[config.mk]
export PLATFORM = sky130hd
export DESIGN_NAME = apu_frame_sequencer
export DESIGN_NICKNAME = d
export VERILOG_FILES = /design/src/rtl/apu_frame_sequencer.sv
export SDC_FILE = /design/constraint.sdc
export NUM_CORES = 1
export LEC_CHECK = 0
export ABC_AREA = 1
export CORE_ASPECT_RATIO = 1.2
export CORE_MARGIN = 2
export CORE_UTILIZATION = 50
export CTS_CLUSTER_DIAMETER = 40
export DETAILED_ROUTE_END_ITERATION = 7
export PLACE_DENSITY = 0.82
export RECOVER_POWER = 25
export SYNTH_ARGS = -nofsm -noshare
export SYNTH_HDL_FRONTEND = slang
export SYNTH_SLANG_ARGS = --single-unit
[constraint.sdc]
create_clock -name cpu_clk -period 1.85 [get_ports cpu_clk]
set_input_delay 0.37 -clock cpu_clk [delete_from_list [all_inputs] [get_ports cpu_clk]]
set_output_delay 0.37 -clock cpu_clk [all_outputs]
set_load 0.05 [all_outputs]
[src/rtl/apu_frame_sequencer.sv]
`default_nettype none
// +--------------------------------------------------------------------+
// | Module   : apu_frame_sequencer                                     |
// | Desc     : APU frame counter; quarter/half-frame clocks and IRQ.   |
// |            Frame IRQ logic present only with APU_FRAME_IRQ_EN.     |
// | Revision : 1.0  initial release                                    |
// +--------------------------------------------------------------------+
module apu_frame_sequencer #(
  parameter int STEP1       = 7457,
  parameter int STEP2       = 14913,
  parameter int STEP3       = 22371,
  parameter int STEP4       = 29829,
  parameter int STEP5       = 37281,
  parameter int WRITE_DELAY = 3
) (
  input  logic       cpu_clk,
  input  logic       reset_n,
  input  logic       reg_write,
  input  logic [7:0] data_in,
  input  logic       status_read,
  output logic       quarter_clk,
  output logic       half_clk,
  output logic       half_toggle,
  output logic       frame_irq,
  output logic       mode_out
);

  localparam int                 c_dly_w = $clog2(WRITE_DELAY + 2);
  localparam logic [15:0]        c_step1 = 16'(STEP1);
  localparam logic [15:0]        c_step2 = 16'(STEP2);
  localparam logic [15:0]        c_step3 = 16'(STEP3);
  localparam logic [15:0]        c_step4 = 16'(STEP4);
  localparam logic [15:0]        c_step5 = 16'(STEP5);
  localparam logic [c_dly_w-1:0] c_delay = c_dly_w'(WRITE_DELAY);
  localparam logic [c_dly_w-1:0] c_one   = c_dly_w'(1);

  logic [15:0]        r_count;
  logic               r_mode;
  logic               r_inhibit;
  logic               r_parity;
  logic [c_dly_w-1:0] r_delay;
  logic               r_quarter;
  logic               r_half;
  logic               r_toggle;

  logic [15:0] w_final;
  logic        w_expire;
  logic        w_wrap;
  logic        w_quarter_hit;
  logic        w_half_hit;
  logic        w_quarter_ev;
  logic        w_half_ev;
  logic        w_unused;

  // A write on the expiry cycle re-arms instead of resetting.
  always_comb begin
    w_final       = r_mode ? c_step5 : c_step4;
    w_expire      = (r_delay == c_one) && !reg_write;
    w_wrap        = (r_count == w_final + 16'd1);
    w_quarter_hit = (r_count == c_step1) || (r_count == c_step2) ||
                    (r_count == c_step3) || (r_count == w_final);
    w_half_hit    = (r_count == c_step2) || (r_count == w_final);
    w_quarter_ev  = w_expire ? r_mode : w_quarter_hit;
    w_half_ev     = w_expire ? r_mode : w_half_hit;
  end

  always_ff @(posedge cpu_clk or negedge reset_n) begin
    if (!reset_n) begin
      r_count   <= '0;
      r_mode    <= 1'b0;
      r_inhibit <= 1'b0;
      r_parity  <= 1'b0;
      r_delay   <= '0;
      r_quarter <= 1'b0;
      r_half    <= 1'b0;
      r_toggle  <= 1'b0;
    end else begin
      r_parity  <= ~r_parity;
      r_quarter <= w_quarter_ev;
      r_half    <= w_half_ev;
      r_toggle  <= r_toggle ^ w_half_ev;
      if (w_expire || w_wrap) begin
        r_count <= '0;
      end else begin
        r_count <= r_count + 16'd1;
      end
      // Odd-parity writes wait one extra cycle.
      if (reg_write) begin
        r_mode    <= data_in[7];
        r_inhibit <= data_in[6];
        r_delay   <= c_delay + c_dly_w'(r_parity);
      end else if (r_delay != '0) begin
        r_delay <= r_delay - c_one;
      end
    end
  end

`ifdef APU_FRAME_IRQ_EN
  logic r_irq;
  logic r_nat_zero;
  logic w_irq_set;

  // Zero only counts toward the IRQ when reached by natural wrap.
  assign w_irq_set = !r_mode && !r_inhibit &&
                     ((r_count == c_step4) || (r_count == c_step4 + 16'd1) ||
                      ((r_count == '0) && r_nat_zero));

  always_ff @(posedge cpu_clk or negedge reset_n) begin
    if (!reset_n) begin
      r_irq      <= 1'b0;
      r_nat_zero <= 1'b0;
    end else begin
      r_nat_zero <= w_wrap && !w_expire;
      if (w_irq_set) begin
        r_irq <= 1'b1;
      end else if (status_read || r_inhibit) begin
        r_irq <= 1'b0;
      end
    end
  end

  assign frame_irq = r_irq;
  assign w_unused  = ^data_in[5:0];
`else
  assign frame_irq = 1'b0;
  assign w_unused  = ^{data_in[5:0], status_read, r_inhibit};
`endif

  assign quarter_clk = r_quarter;
  assign half_clk    = r_half;
  assign half_toggle = r_toggle;
  assign mode_out    = r_mode;

endmodule
`default_nettype wire

==> results of run 1 <==
==> metrics by stage <==
| stage | hold WS, ns | area (um2) |
|---|---|---|
| 5_1_grt | 0.468 | 1640 |
| 4_1_cts | 0.386 | 1630 |
| 2_1_floorplan | 0.0744 | 1490 |
| 3_3_place_gp | 0.392 | 1580 |
| 3_5_place_dp | 0.417 | 1580 |
| 6_report | 0.439 | 1640 |
==> layout make-up <==
cell class                 instances  area (um2)
clock buffer                       3        22.5
clock inverter                     1        30.0
fill                             249        1180
inverter                          30         113
multi-input combinational        143         752
sequential                        24         601
tap                               34        42.5
timing repair buffer               8        75.1
==> how the worst max path moves through the flow <==
stage	startpoint	endpoint	slack, ns	cells past startpoint
4_1_cts	half_clk	half_clk	0.007	1
6_report	r_count[0]	r_count[14]	0.25	8
3_5_place_dp	reg_write	r_count[13]	0.11	5
2_1_floorplan	mode_out	r_count[10]	0.24	8
3_3_place_gp	reg_write	r_count[13]	0.17	5
5_1_grt	r_count[0]	r_count[14]	0.14	8
==> cells by family after synthesis <==
family	Yosys count	synth area share [%]
simple gates	116	36.5
buf+inv	32	9.39
flops	24	40.2
compound gates	13	4.44
xor+xnor	7	4.11
fa+ha+maj	6	5.03
other cells	1	0.251
==> layout by cell type, fill, tap and decap left out, drive strengths merged, types with 4 or more instances in the layout <==
master   n
nand4    6
o21ai    6
clkbuf   4
xor2     7
nor3    11
nand2   46
dfrtp   24
a21oi    6
nand3   15
nor2    37
ha       6
inv     30
==> layer usage <==
| metal | vias up | wire length, um | GRT usage (%) |
|---|---|---|---|
| met5 | - | 0 | 0 |
| met4 | 0 | 87 | 9.29 |
| met3 | 10 | 128 | 2.57 |
| met2 | 40 | 1480 | 34.6 |
| met1 | 590 | 1270 | 25.5 |
| li1 | 643 | - | - |
==> sequential cells by signal, summed over array words and instances, names as in the netlist <==
register,count
r_count,16
r_delay,3
half_clk,1
half_toggle,1
mode_out,1
quarter_clk,1
r_parity,1
==> power groups by stage <==
| stage | clock network [uW] | registers [uW] | logic [uW] |
|---|---|---|---|
| final | 384 | 749 | 626 |
| after global placement | 0 | 755 | 603 |
| after floorplan | 0 | 784 | 447 |
| after global routing | 405 | 764 | 706 |
| after detailed placement | 0 | 759 | 624 |
| after CTS | 388 | 746 | 629 |
==> worst reg2reg max path, delay by kind of cell (launching register included) <==
kind	cells	cell delay, ns
fa+ha+maj	1	0.24
simple gates	7	0.79
flops	1	0.47
==> impl_metrics.csv, run 1 <==
group,metric,value,unit
timing,timing.final.crit_period,1.60,ns
global_routing,grt_pass1_wl,5250,um
yosys,syn_nets,217,
worst_setup_path,rr_endpoint,"r_count[14]",
yosys,yosysMostFrequentCell,"sky130_fd_sc_hd__nand2_1",
timing,grt_setup_unrepaired,"false",
yosys,synth.distinct_cells,23,
cells_and_area,layoutNonFillerInstCount,243,
worst_setup_path,reg2regPathDepth,8,
run,max_cap_violations,0,
worst_hold_path,min-delay-path-class,"reg -> reg",
worst_setup_path,timing.critical_path.cells,"ha_1 -> nand2_1 -> nor2_2 -> nand4_1 -> nor2_1 -> nand2_1 -> nand2_1 -> nor2_1",
worst_setup_path,critical_path.most_common_cell,"sky130_fd_sc_hd__nand2_1",
worst_setup_path,rrSetupSlack,0.25,ns
yosys,post_synth_edffs,0,
placed_design,io_buf_count,7,
global_routing,grt_use_total,20.6,%
clock_tree,cts-root-to-sink-buffers,2,
yosys,synth_seq_cells,24,
worst_setup_path,timing.critical_path.fanout_max,6,
detailed_routing,first_pass_iters,4,
cells_and_area,diodes,0,
timing,achievable-frequency,624,MHz
placed_design,detailedPlacementHpwl,2190,um
clock_tree,clk_latency,0.32,ns
clock_tree,cts_made_buffers,3,
floorplanning,ioPinCount,17,
power_and_ir_drop,totalPowerFinal,1760,uW
timing,fin_crit_sh,86.6,%
power_and_ir_drop,sw_frac_of_total,39.6,%
worst_setup_path,cp.required,2.08,ns
outcome,status,"complete, no violations",
worst_setup_path,timing.rr.start,"r_count[0]",
placed_design,place.gp.congestion,0.951,
timing,drv_slew,0,
worst_hold_path,hold_start,"r_parity",
power_and_ir_drop,clockPowerShare,21.9,%
worst_setup_path,timing.critical_path.slowest_stage_cell,"sky130_fd_sc_hd__dfrtp_1",
power_and_ir_drop,leakagePower,0.000838,uW
worst_setup_path,worst-endpoint-arrival,1.83,ns
worst_setup_path,crit_buf_inv,0,
detailed_routing,detail_route.iter0.violations,36,
yosys,post_synth.cell_area_avg,7.50,um2
timing,finalHoldViolCount,0,
timing,report.final.setup_viol,0,
clock_tree,cts.root.buffer_cell,"sky130_fd_sc_hd__clkbuf_4",
yosys,netlist_top_cells_count,"sky130_fd_sc_hd__nand2_1, sky130_fd_sc_hd__inv_1, sky130_fd_sc_hd__nor2_1",
yosys,yosys-top-cells-area,"sky130_fd_sc_hd__dfrtp_1, sky130_fd_sc_hd__nand2_1, sky130_fd_sc_hd__inv_1, sky130_fd_sc_hd__nor2_1, sky130_fd_sc_hd__ha_1",
yosys,asr_flop_ratio_synth,100,%
detailed_routing,totalWireLength,2970,um
cells_and_area,fin_nets,228,
cells_and_area,utilization,58.2,%
global_routing,first_global_vias,1206,
timing,fin_tns_setup,0,ns
floorplanning,die-area,0.00344,mm2
yosys,netlist.area_leader.share,40.2,%
clock_tree,cts_sinks,24,
worst_setup_path,timing.critical_path.max_delay_family,"simple AND/OR/NAND/NOR gates",
yosys,synth.cell_area,0.00149,mm2
floorplanning,placement_rows,21,
yosys,synthFlopType,"sky130_fd_sc_hd__dfrtp_1",
global_routing,initial_antenna_violation_count,0,
worst_setup_path,slowest_delay,0.47,ns
yosys,register_area_share_after_synthesis,40.2,%
clock_tree,cts.clk_slew.worst_paths,0.14,ns
detailed_routing,route.detailed.wl_per_inst,12.2,um
power_and_ir_drop,power-per-cell-area,1080,mW/mm2
worst_setup_path,critPathKind,"reg -> reg",
worst_setup_path,element_type_at_the_critical_path_start,"flip-flop",
cells_and_area,fraction_of_final_layout_cells_with_drive_strength_greater_than_1,12.4,%
power_and_ir_drop,seqPwrFrac,42.6,%
clock_tree,cts-resized-gates,0,
detailed_routing,drt-vias-per-instance,5.28,
placed_design,post-place-cells,239,
worst_setup_path,critPathCaptureType,"flip-flop",
global_routing,grt_residual_overflow,0,
detailed_routing,drt.antenna.violating_nets,0,
timing,max_slew_margin,60.7,%
detailed_routing,post-route-drc-count,0,
global_routing,grt_start_max_net_pins,25,
power_and_ir_drop,switchingPower,697,uW
worst_hold_path,hold_path_end,"r_parity",
yosys,synth_area_leader_cell,"sky130_fd_sc_hd__dfrtp_1",
worst_hold_path,hold_path_depth,1,
yosys,yosysWarnings,0,
clock_tree,tritoncts,"yes",
floorplanning,core_region_area,0.00281,mm2
detailed_routing,route.vias.total,1283,
floorplanning,die_h,63.9,um
clock_tree,h-tree-depth,1,
placed_design,pre_cts_ws,0.111,ns
floorplanning,starting_density,53.1,%
floorplanning,overall_die_width,53.9,um
clock_tree,cts.hold.buffers_added,0,
clock_tree,postCtsSetupBuffers,0,
power_and_ir_drop,comb_power_share,35.6,%
power_and_ir_drop,ir_worst_vdd,0.807,mV
cells_and_area,area.growth.synth_to_final,9.56,%
power_and_ir_drop,power.internal,1060,uW
timing,worst_slew_pin_slew,0.589,ns
timing,fin_worst_skew,0.0138,ns
timing,slack_of_the_critical_path,0.248,ns
yosys,syn_inst,199,
No activity file was read; power rests on OpenSTA's default activity.
==> run 2, diff against run 1 <==
--- a/config.mk
+++ b/config.mk
@@ -16,3 +16,4 @@
 export SYNTH_ARGS = -nofsm -noshare
 export SYNTH_HDL_FRONTEND = slang
 export SYNTH_SLANG_ARGS = --single-unit
+export TNS_END_PERCENT = 5
==> results of run 2 <==
Final layout, timing and power as in run 1 (identical DEF).
